===== src/rtl/uart_tx_fifo.sv =====
// uart_tx_fifo: 8N1 UART transmitter fed by a circular byte FIFO.
// Define UART_TX_PARITY_EN to add a parity bit whose sense is set by PARITY_ODD.
module uart_tx_fifo #(
  parameter int CLKS_PER_BIT = 104,
  parameter int FIFO_DEPTH   = 8,
  parameter int PARITY_ODD   = 0
) (
  input  logic                         i_Clock,
  input  logic                         i_Reset,
  input  logic                         i_Tx_DV,
  input  logic [7:0]                   i_Tx_Byte,
  output logic                         o_Tx_Ready,
  output logic                         o_Tx_Serial,
  output logic                         o_Tx_Active,
  output logic                         o_Tx_Done,
  output logic [$clog2(FIFO_DEPTH):0]  o_Fifo_Level
);

  localparam int AW = $clog2(FIFO_DEPTH);
  localparam int LW = AW + 1;
  localparam int CW = $clog2(CLKS_PER_BIT);
  localparam logic [CW-1:0] LAST = CW'(CLKS_PER_BIT - 1);
  localparam logic [LW-1:0] FULL = LW'(FIFO_DEPTH);

`ifdef UART_TX_PARITY_EN
  typedef enum logic [2:0] {
    IDLE, START, DATA, PARITY, STOP
  } state_t;
`else
  typedef enum logic [1:0] {
    IDLE, START, DATA, STOP
  } state_t;
  logic unused_parity;
  assign unused_parity = (PARITY_ODD != 0);
`endif

  logic [7:0]    mem [FIFO_DEPTH];
  logic [AW-1:0] wr_ptr;
  logic [AW-1:0] rd_ptr;
  logic [LW-1:0] level;
  logic          push;
  logic          pop;

  assign o_Tx_Ready   = (level != FULL);
  assign o_Fifo_Level = level;
  assign push         = i_Tx_DV && o_Tx_Ready;

  always_ff @(posedge i_Clock) begin
    if (push) mem[wr_ptr] <= i_Tx_Byte;
  end

  always_ff @(posedge i_Clock) begin
    if (i_Reset) begin
      wr_ptr <= '0;
      rd_ptr <= '0;
      level  <= '0;
    end else begin
      if (push) wr_ptr <= wr_ptr + AW'(1);
      if (pop)  rd_ptr <= rd_ptr + AW'(1);
      unique case ({push, pop})
        2'b10:   level <= level + LW'(1);
        2'b01:   level <= level - LW'(1);
        default: level <= level;
      endcase
    end
  end

  state_t        state;
  state_t        state_n;
  logic [CW-1:0] cnt;
  logic [CW-1:0] cnt_n;
  logic [2:0]    bit_idx;
  logic [2:0]    bit_n;
  logic [7:0]    data;
  logic [7:0]    data_n;
  logic          serial;
  logic          serial_n;
  logic          tick;
  logic          have;

  assign tick = (cnt == LAST);
  assign have = (level != '0);

`ifdef UART_TX_PARITY_EN
  logic parity_bit;
  assign parity_bit = (^data) ^ (PARITY_ODD != 0);
`endif

  always_ff @(posedge i_Clock) begin
    if (i_Reset) begin
      state   <= IDLE;
      cnt     <= '0;
      bit_idx <= '0;
      data    <= '0;
      serial  <= 1'b1;
    end else begin
      state   <= state_n;
      cnt     <= cnt_n;
      bit_idx <= bit_n;
      data    <= data_n;
      serial  <= serial_n;
    end
  end

  // The end of STOP reloads straight into START so frames abut.
  always_comb begin
    state_n  = state;
    cnt_n    = tick ? '0 : cnt + CW'(1);
    bit_n    = bit_idx;
    data_n   = data;
    serial_n = serial;
    pop      = 1'b0;
    unique case (state)
      IDLE: begin
        cnt_n    = '0;
        serial_n = 1'b1;
        if (have) begin
          pop      = 1'b1;
          data_n   = mem[rd_ptr];
          serial_n = 1'b0;
          state_n  = START;
        end
      end
      START: begin
        if (tick) begin
          state_n  = DATA;
          bit_n    = '0;
          serial_n = data[0];
        end
      end
      DATA: begin
        if (tick) begin
          if (bit_idx == 3'd7) begin
`ifdef UART_TX_PARITY_EN
            state_n  = PARITY;
            serial_n = parity_bit;
`else
            state_n  = STOP;
            serial_n = 1'b1;
`endif
          end else begin
            bit_n    = bit_idx + 3'd1;
            serial_n = data[bit_n];
          end
        end
      end
`ifdef UART_TX_PARITY_EN
      PARITY: begin
        if (tick) begin
          state_n  = STOP;
          serial_n = 1'b1;
        end
      end
`endif
      STOP: begin
        if (tick) begin
          if (have) begin
            pop      = 1'b1;
            data_n   = mem[rd_ptr];
            serial_n = 1'b0;
            state_n  = START;
          end else begin
            state_n  = IDLE;
            serial_n = 1'b1;
          end
        end
      end
      default: begin
        state_n  = IDLE;
        serial_n = 1'b1;
      end
    endcase
  end

  always_comb begin
    o_Tx_Active = (state != IDLE);
    o_Tx_Done   = (state == STOP) && tick;
  end

  assign o_Tx_Serial = serial;

endmodule


===== config.mk =====
export PLATFORM = sky130hd
export DESIGN_NAME = uart_tx_fifo
export DESIGN_NICKNAME = d
export VERILOG_FILES = /design/src/rtl/uart_tx_fifo.sv
export SDC_FILE = /design/constraint.sdc
export NUM_CORES = 1
export LEC_CHECK = 0
export ABC_CLOCK_PERIOD_IN_PS = 5700
export BUFFER_PORTS_ARGS = -buffer_cell sky130_fd_sc_hd__buf_4
export CORE_UTILIZATION = 25
export DETAILED_ROUTE_END_ITERATION = 10
export GPL_TIMING_DRIVEN = 0
export PLACE_DENSITY = 0.47
export SETUP_SLACK_MARGIN = 0.4
export SLEW_MARGIN = 20
export SYNTH_ARGS = -nofsm -noshare
export SYNTH_HDL_FRONTEND = slang
export SYNTH_SLANG_ARGS = --single-unit

===== constraint.sdc =====
create_clock -name i_Clock -period 5.7 [get_ports i_Clock]
set_clock_uncertainty 0.2 [all_clocks]
set_input_delay 0.285 -clock i_Clock [delete_from_list [all_inputs] [get_ports i_Clock]]
set_output_delay 0.285 -clock i_Clock [all_outputs]
set_load 0.01 [all_outputs]

==> flow_metrics.env, run 1 <==
export IMPL_core_region_area_mm2=0.0161
export IMPL_final_setup_tns_ns=0
export IMPL_worstPathRequired_ns=5.78
export IMPL_highest_layer="met4"
export IMPL_async_flop_share=0
export IMPL_dr_wl_met2_um=3960
export IMPL_critPathMaxFanout=5
export IMPL_fmax_ghz=0.349
export IMPL_finalNonFillerCells=537
export IMPL_clock_sinks=98
export IMPL_critPathKind="flop to flop"
export IMPL_area_growth_pct=19.5
export IMPL_maxCapViolCount=0
export IMPL_dieHeight_um=131
export IMPL_dp_cells=513
export IMPL_gp_congestion=0.674
export IMPL_die_x_um=131
export IMPL_numCtsBuffers=9
export IMPL_synth_area_per_cell_um2=15.1
export IMPL_crit_chain="ha_1, and2_2, a31oi_1, nor3_4, ha_1, xor2_1, ha_1, a21oi_1, xor2_1, or3_1, a21oi_1"
export IMPL_yosysWarnings=0
export IMPL_hp_class="input port to flop"
export IMPL_maxSlewHeadroom=0.319
export IMPL_antenna_left=0
export IMPL_grt_max_degree=19
export IMPL_cpPeakStageDelay_ns=0.35
export IMPL_nFillCells=1611
export IMPL_firstDrtPassIters=4
export IMPL_reg2reg_depth=11
export IMPL_routed_wl_met3_um=245
export IMPL_power_density_mw_per_mm2=383
export IMPL_wl_met1_um=3870
export IMPL_multi_input_area_mm2=0.00153
export IMPL_run_status="finished, final reports clean"
export IMPL_seqCellArea_mm2=0.00260
export IMPL_worstMarginPinSlew_ns=1.02
export IMPL_wl_per_cell_um=15.3
export IMPL_final_cell_mix="64 x edfxtp_1, 34 x dfxtp_1, 26 x nor2_1"
export IMPL_setup_viol=0
export IMPL_synth_fp_nets=301
export IMPL_cp_slowest_cell="a31oi_1"
export IMPL_hold_depth=3
export IMPL_netlist_area_mm2=0.00418
export IMPL_grt_overflow_total=0
export IMPL_cp_data_arrival_time_ns=2.94
export IMPL_grt_usage=0.104
export IMPL_htreeDepth=3
export IMPL_peakVddDrop_uv=289
export IMPL_layout_commonest_cell="edfxtp_1"
export IMPL_synthCells=277
export IMPL_finalWorstPathRequiredPeriod_ns=2.86
export IMPL_start_util=0.259
export IMPL_n_antenna_cell=0
export IMPL_cts_root_buffer="clkbuf_16"
export IMPL_design_die_area_mm2=0.0172
export IMPL_ys_types=52
export IMPL_finalCritPeriodShare=0.502
export IMPL_rsz0062_at_grt="false"
export IMPL_clock_latency_ns=0.35
export IMPL_clk_pin_slew_ns=0.07
export IMPL_drcViolationCount=0
export IMPL_portBuffers=18
export IMPL_synth_edf_count=64
export IMPL_cp_end_kind="flop"
export IMPL_drv_slew=0
export IMPL_tritoncts="yes"
export IMPL_drtIter0Drc=97
export IMPL_drive_gt1_frac=0.240
export IMPL_dpl_hpwl_um=5600
export IMPL_crit_path_frequent_cell="ha_1"
export IMPL_clockBufferDepth=2
export IMPL_ys_ff_latch=98
export IMPL_io_pins=19
export IMPL_grt_pass1_wl_um=13500
export IMPL_grt_pass1_vias=2413
export IMPL_setup_worst_path_start_class="flop"
export IMPL_yosys_most_used_dff="edfxtp_1"
export IMPL_vias=2348
export IMPL_core_rowCount=46
export IMPL_leakage_uw=0.00168
export IMPL_fin_nets=340
export IMPL_vias_per_cell=4.37
export IMPL_finalPower_uw=1910
export IMPL_synth_seq_area_share=0.623
export IMPL_routed_wl_um=8190
export IMPL_antenna_found_initial=0
export IMPL_hold_violations=0
per-layer routing:
metal	GRT usage	up-vias
met2	0.173	27
met5	0	-
met4	0.0388	0
met1	0.127	1169
li1	-	1140
met3	0.0324	12
report_power, final:
part / switching, uW / internal (uW)
combinational: 239 / 219
sequential: 38.6 / 817
clock: 280 / 318
worst max-delay path, delay by kind of cell, from the launching register on:
family | cells | cell delay [ns]
AO/OA/AOI/OAI | 3 | 0.62
adder cells (fa/ha/maj) | 3 | 0.71
XOR/XNOR | 2 | 0.25
AND/OR/NAND/NOR | 3 | 0.67
flip-flops | 1 | 0.34
logic make-up after synthesis:
logic type | share of synthesized area
adders and majority gates | 0.0389
and+or+nand+nor | 0.108
xor gates and xnor gates | 0.0189
buffers and inverters | 0.0141
AOI/OAI and AO/OA | 0.0551
muxes | 0.142
DFF | 0.623
state kept, by name, indices dropped and copies added (netlist names), named ones only:
name,flops
bit_idx,3
cnt,7
data,8
mem,64
o_Fifo_Level,4
o_Tx_Serial,1
rd_ptr,3
state,2
wr_ptr,3
synthesized netlist by cell type (6+ instances only):
cell | n | area share
mux2i_1 | 14 | 0.034
nor2b_1 | 6 | 0.0090
xor2_1 | 6 | 0.013
mux4_2 | 18 | 0.097
nand3_1 | 6 | 0.0072
nor2_1 | 26 | 0.023
ha_1 | 13 | 0.039
nand2_1 | 7 | 0.0063
edfxtp_1 | 64 | 0.46
a21oi_1 | 6 | 0.0072
dfxtp_1 | 34 | 0.16
o2bb2ai_1 | 8 | 0.017
nand2b_1 | 10 | 0.015
through the flow:
step	hold slack, ns	setup slack [ns]	utilization	instance area [um^2]
global placement	0.244	2.49	0.284	4580
CTS	0.0149	2.81	0.310	4990
finish	0.0414	2.84	0.310	4990
detailed placement	0.244	2.84	0.286	4610
floorplan	0.184	3.05	-	4180
global route	0.0439	2.57	0.310	4990
final timing paths:
kind / from / to / slack (ns)
setup / recovery: cnt[0] / o_Fifo_Level[2] / 2.84
setup reg to reg: cnt[0] / o_Fifo_Level[2] / 2.84
hold / removal: i_Tx_DV / wr_ptr[1] / 0.04
hold reg to reg: data[4] / data[4] / 0.26
timing repair:
action / 4_1_cts / 5_1_grt
hold buffers: 8 / 0
gates resized for setup: 0 / 0
hold endpoints to repair: 64 / 0
buffers inserted: 0 / 0
setup endpoints to repair: 0 / 0
area by class of cell:
| class | instances | share of cell area |
|---|---|---|
| buffer | 9 | 0.00877 |
| clock inverter | 6 | 0.0125 |
| tap | 216 | 0.0541 |
| multi-input combinational | 166 | 0.306 |
| clock buffer | 10 | 0.0479 |
| timing repair buffer | 28 | 0.0469 |
| sequential | 98 | 0.521 |
| inverter | 4 | 0.00301 |
Power figures use the tool's default switching activity.
==> inputs of run 2 (changes only) <==
--- a/config.mk
+++ b/config.mk
@@ -5,12 +5,12 @@
 export SDC_FILE = /design/constraint.sdc
 export NUM_CORES = 1
 export LEC_CHECK = 0
-export ABC_CLOCK_PERIOD_IN_PS = 5700
+export ABC_CLOCK_PERIOD_IN_PS = 2370
 export BUFFER_PORTS_ARGS = -buffer_cell sky130_fd_sc_hd__buf_4
 export CORE_UTILIZATION = 25
 export DETAILED_ROUTE_END_ITERATION = 10
 export GPL_TIMING_DRIVEN = 0
-export PLACE_DENSITY = 0.47
+export PLACE_DENSITY = 0.49
 export SETUP_SLACK_MARGIN = 0.4
 export SLEW_MARGIN = 20
 export SYNTH_ARGS = -nofsm -noshare
==> constraint.sdc (replaced) <==
create_clock -name i_Clock -period 2.37 [get_ports i_Clock]
set_clock_uncertainty 0.2 [all_clocks]
set_input_delay 0.1185 -clock i_Clock [delete_from_list [all_inputs] [get_ports i_Clock]]
set_output_delay 0.1185 -clock i_Clock [all_outputs]
set_load 0.01 [all_outputs]
==> run 2 against run 1 <==
The run now ends with setup timing left. Combinational power grew to 3.4 times the previous value. Sequential cell count unchanged. Utilization rose by 4.0 points. Cell area rose by 13%. Non-clock buffer count up 36. Highest routed layer unchanged. Critical path depth unchanged. Sequential power up 140%. Global-route usage rose by 0.27 points.
==> flow_metrics.env, run 2 (synthesis gave the netlist of run 1 again) <==
export IMPL_dpl_hpwl_um=5440
export IMPL_finalWorstPathRequiredPeriod_ns=2.51
export IMPL_antenna_found_initial=0
export IMPL_firstDrtPassIters=4
export IMPL_vias=2468
export IMPL_nFillCells=1568
export IMPL_hp_class="input port to flop"
export IMPL_cp_data_arrival_time_ns=2.59
export IMPL_dp_cells=511
export IMPL_largest_register="mem"
export IMPL_gp_congestion=0.661
export IMPL_drive_gt1_frac=0.429
export IMPL_worst_slack_ns=-0.144
export IMPL_cp_end_kind="flop"
export IMPL_clockBufferDepth=2
export IMPL_finalNonFillerCells=573
export IMPL_routed_wl_um=8660
export IMPL_area_growth_pct=35.0
export IMPL_leakage_uw=0.00188
export IMPL_preCtsSetupSlack_ns=-0.327
export IMPL_vias_per_cell=4.31
export IMPL_maxCapViolCount=0
export IMPL_design_die_area_mm2=0.0172
export IMPL_clock_latency_ns=0.35
export IMPL_crit_path_frequent_cell="xor2_1"
export IMPL_numCtsBuffers=9
export IMPL_violations="setup timing"
export IMPL_grt_pass1_wl_um=13700
export IMPL_grt_max_degree=18
export IMPL_n_antenna_cell=0
export IMPL_final_cell_mix="64 x edfxtp_1, 39 x buf_4, 21 x dfxtp_1"
export IMPL_routed_wl_met3_um=257
export IMPL_grt_overflow_total=0
export IMPL_cpPeakStageDelay_ns=0.35
export IMPL_io_pins=19
export IMPL_peakVddDrop_uv=379
export IMPL_core_rowCount=46
export IMPL_start_util=0.259
export IMPL_htreeDepth=3
export IMPL_clk_pin_slew_ns=0.07
export IMPL_fin_nets=376
export IMPL_clock_sinks=98
export IMPL_layout_commonest_cell="edfxtp_1"
export IMPL_drcViolationCount=0
export IMPL_hold_violations=0
export IMPL_cp_slowest_cell="and4bb_4"
export IMPL_crit_family="simple AND/OR/NAND/NOR gates"
export IMPL_cts_root_buffer="clkbuf_16"
export IMPL_critPathKind="flop to flop"
export IMPL_largestRegisters="mem: 64 flops, data: 8 flops, cnt: 7 flops"
export IMPL_drv_slew=0
export IMPL_dr_wl_met2_um=4410
export IMPL_drtIter0Drc=91
export IMPL_largest_register_ffs=64
export IMPL_fmax_ghz=0.398
export IMPL_dieHeight_um=131
export IMPL_highest_layer="met4"
export IMPL_core_region_area_mm2=0.0161
export IMPL_critPathMaxFanout=4
export IMPL_rsz0062_at_grt="true"
export IMPL_maxSlewHeadroom=0.520
export IMPL_setup_worst_path_start_class="flop"
export IMPL_power_density_mw_per_mm2=890
export IMPL_run_status="finished, violations left"
export IMPL_grt_usage=0.107
export IMPL_die_x_um=131
export IMPL_finalCritPeriodShare=1.06
export IMPL_worstPathRequired_ns=2.44
export IMPL_setup_viol=2
export IMPL_antenna_left=0
export IMPL_grt_pass1_vias=2529
export IMPL_portBuffers=18
export IMPL_wl_met1_um=3880
export IMPL_tritoncts="yes"
export IMPL_cp_num_buf_inv=1
export IMPL_crit_chain="and4bb_4, a31oi_4, nor3_4, buf_12, ha_4, xor2_1, ha_2, a21oi_2, xor2_1, or3_1, a21oi_1"
export IMPL_worstMarginPinSlew_ns=0.720
export IMPL_wl_per_cell_um=15.1
-- run 2: cell count changes in the layout (fill, tap and decap cells not counted), moves of 7 or more --
cell	previous run	this run
buf_4	20	39
buf_6	1	16
dfxtp_1	34	21
ha_1	13	3
dfxtp_2	0	7
ha_4	0	7
nor2_1	26	19
-- run 2: power by group --
part | switching, uW | leakage [uW] | internal [uW]
Clock | 666 | 0.000133 | 730
Combinational | 698 | 0.000886 | 848
Sequential | 102 | 0.000866 | 1980
Total | 1470 | 0.00188 | 3550
-- run 2: worst paths after layout --
check	startpoint	end	slack, ns	cells past startpoint
hold reg to reg	data[4]	data[4]	0.26	1
setup / recovery	cnt[4]	o_Fifo_Level[2]	-0.14	11
setup reg to reg	cnt[4]	o_Fifo_Level[2]	-0.14	11
hold / removal	i_Tx_DV	mem[5][4]	0.14	4
-- run 2: tightest hold or removal path: cells and delay by family --
family                 cells  cell delay [ns]
buffers and inverters      2             0.23
and+or+nand+nor            2             0.16
-- run 2: layer usage --
metal,vias to the layer above,track usage
li1,1213,-
met1,1225,0.127
met2,22,0.181
met3,8,0.0332
met4,0,0.0388
met5,-,0
-- run 2: repair_timing --
action | CTS | global route
gates resized for setup | 49 | 20
gates cloned | 0 | 0
pin swaps | 20 | 16
endpoints found under the hold margin | 72 | 0
buffers inserted | 18 | 18
endpoints found under the setup margin | 84 | 88
hold buffers | 10 | 0
-- run 2: per-stage QoR --
step                setup TNS [ns]   util  hold slack, ns  instance area, um^2  power [uW]
floorplan                   -0.110      -          0.0174                 4290        2940
global placement            -0.515  0.292           0.154                 4700        3240
detailed placement          -0.565  0.292           0.160                 4700        3250
CTS                         -0.165  0.338          0.0438                 5440        4950
global route                -0.375  0.350           0.131                 5640        5300
finish                      -0.211  0.350           0.136                 5640        5020
-- run 2: layout make-up --
cell class	instances	area, um^2	share of cell area
clock buffers	11	233	0.0413
well taps	216	270	0.0479
flip-flops and latches	98	2630	0.467
inverters	4	15.0	0.00266
repair buffers	64	583	0.103
clock inverters	5	45.0	0.00799
plain buffers	9	67.6	0.0120
multi-input cells	166	1790	0.318
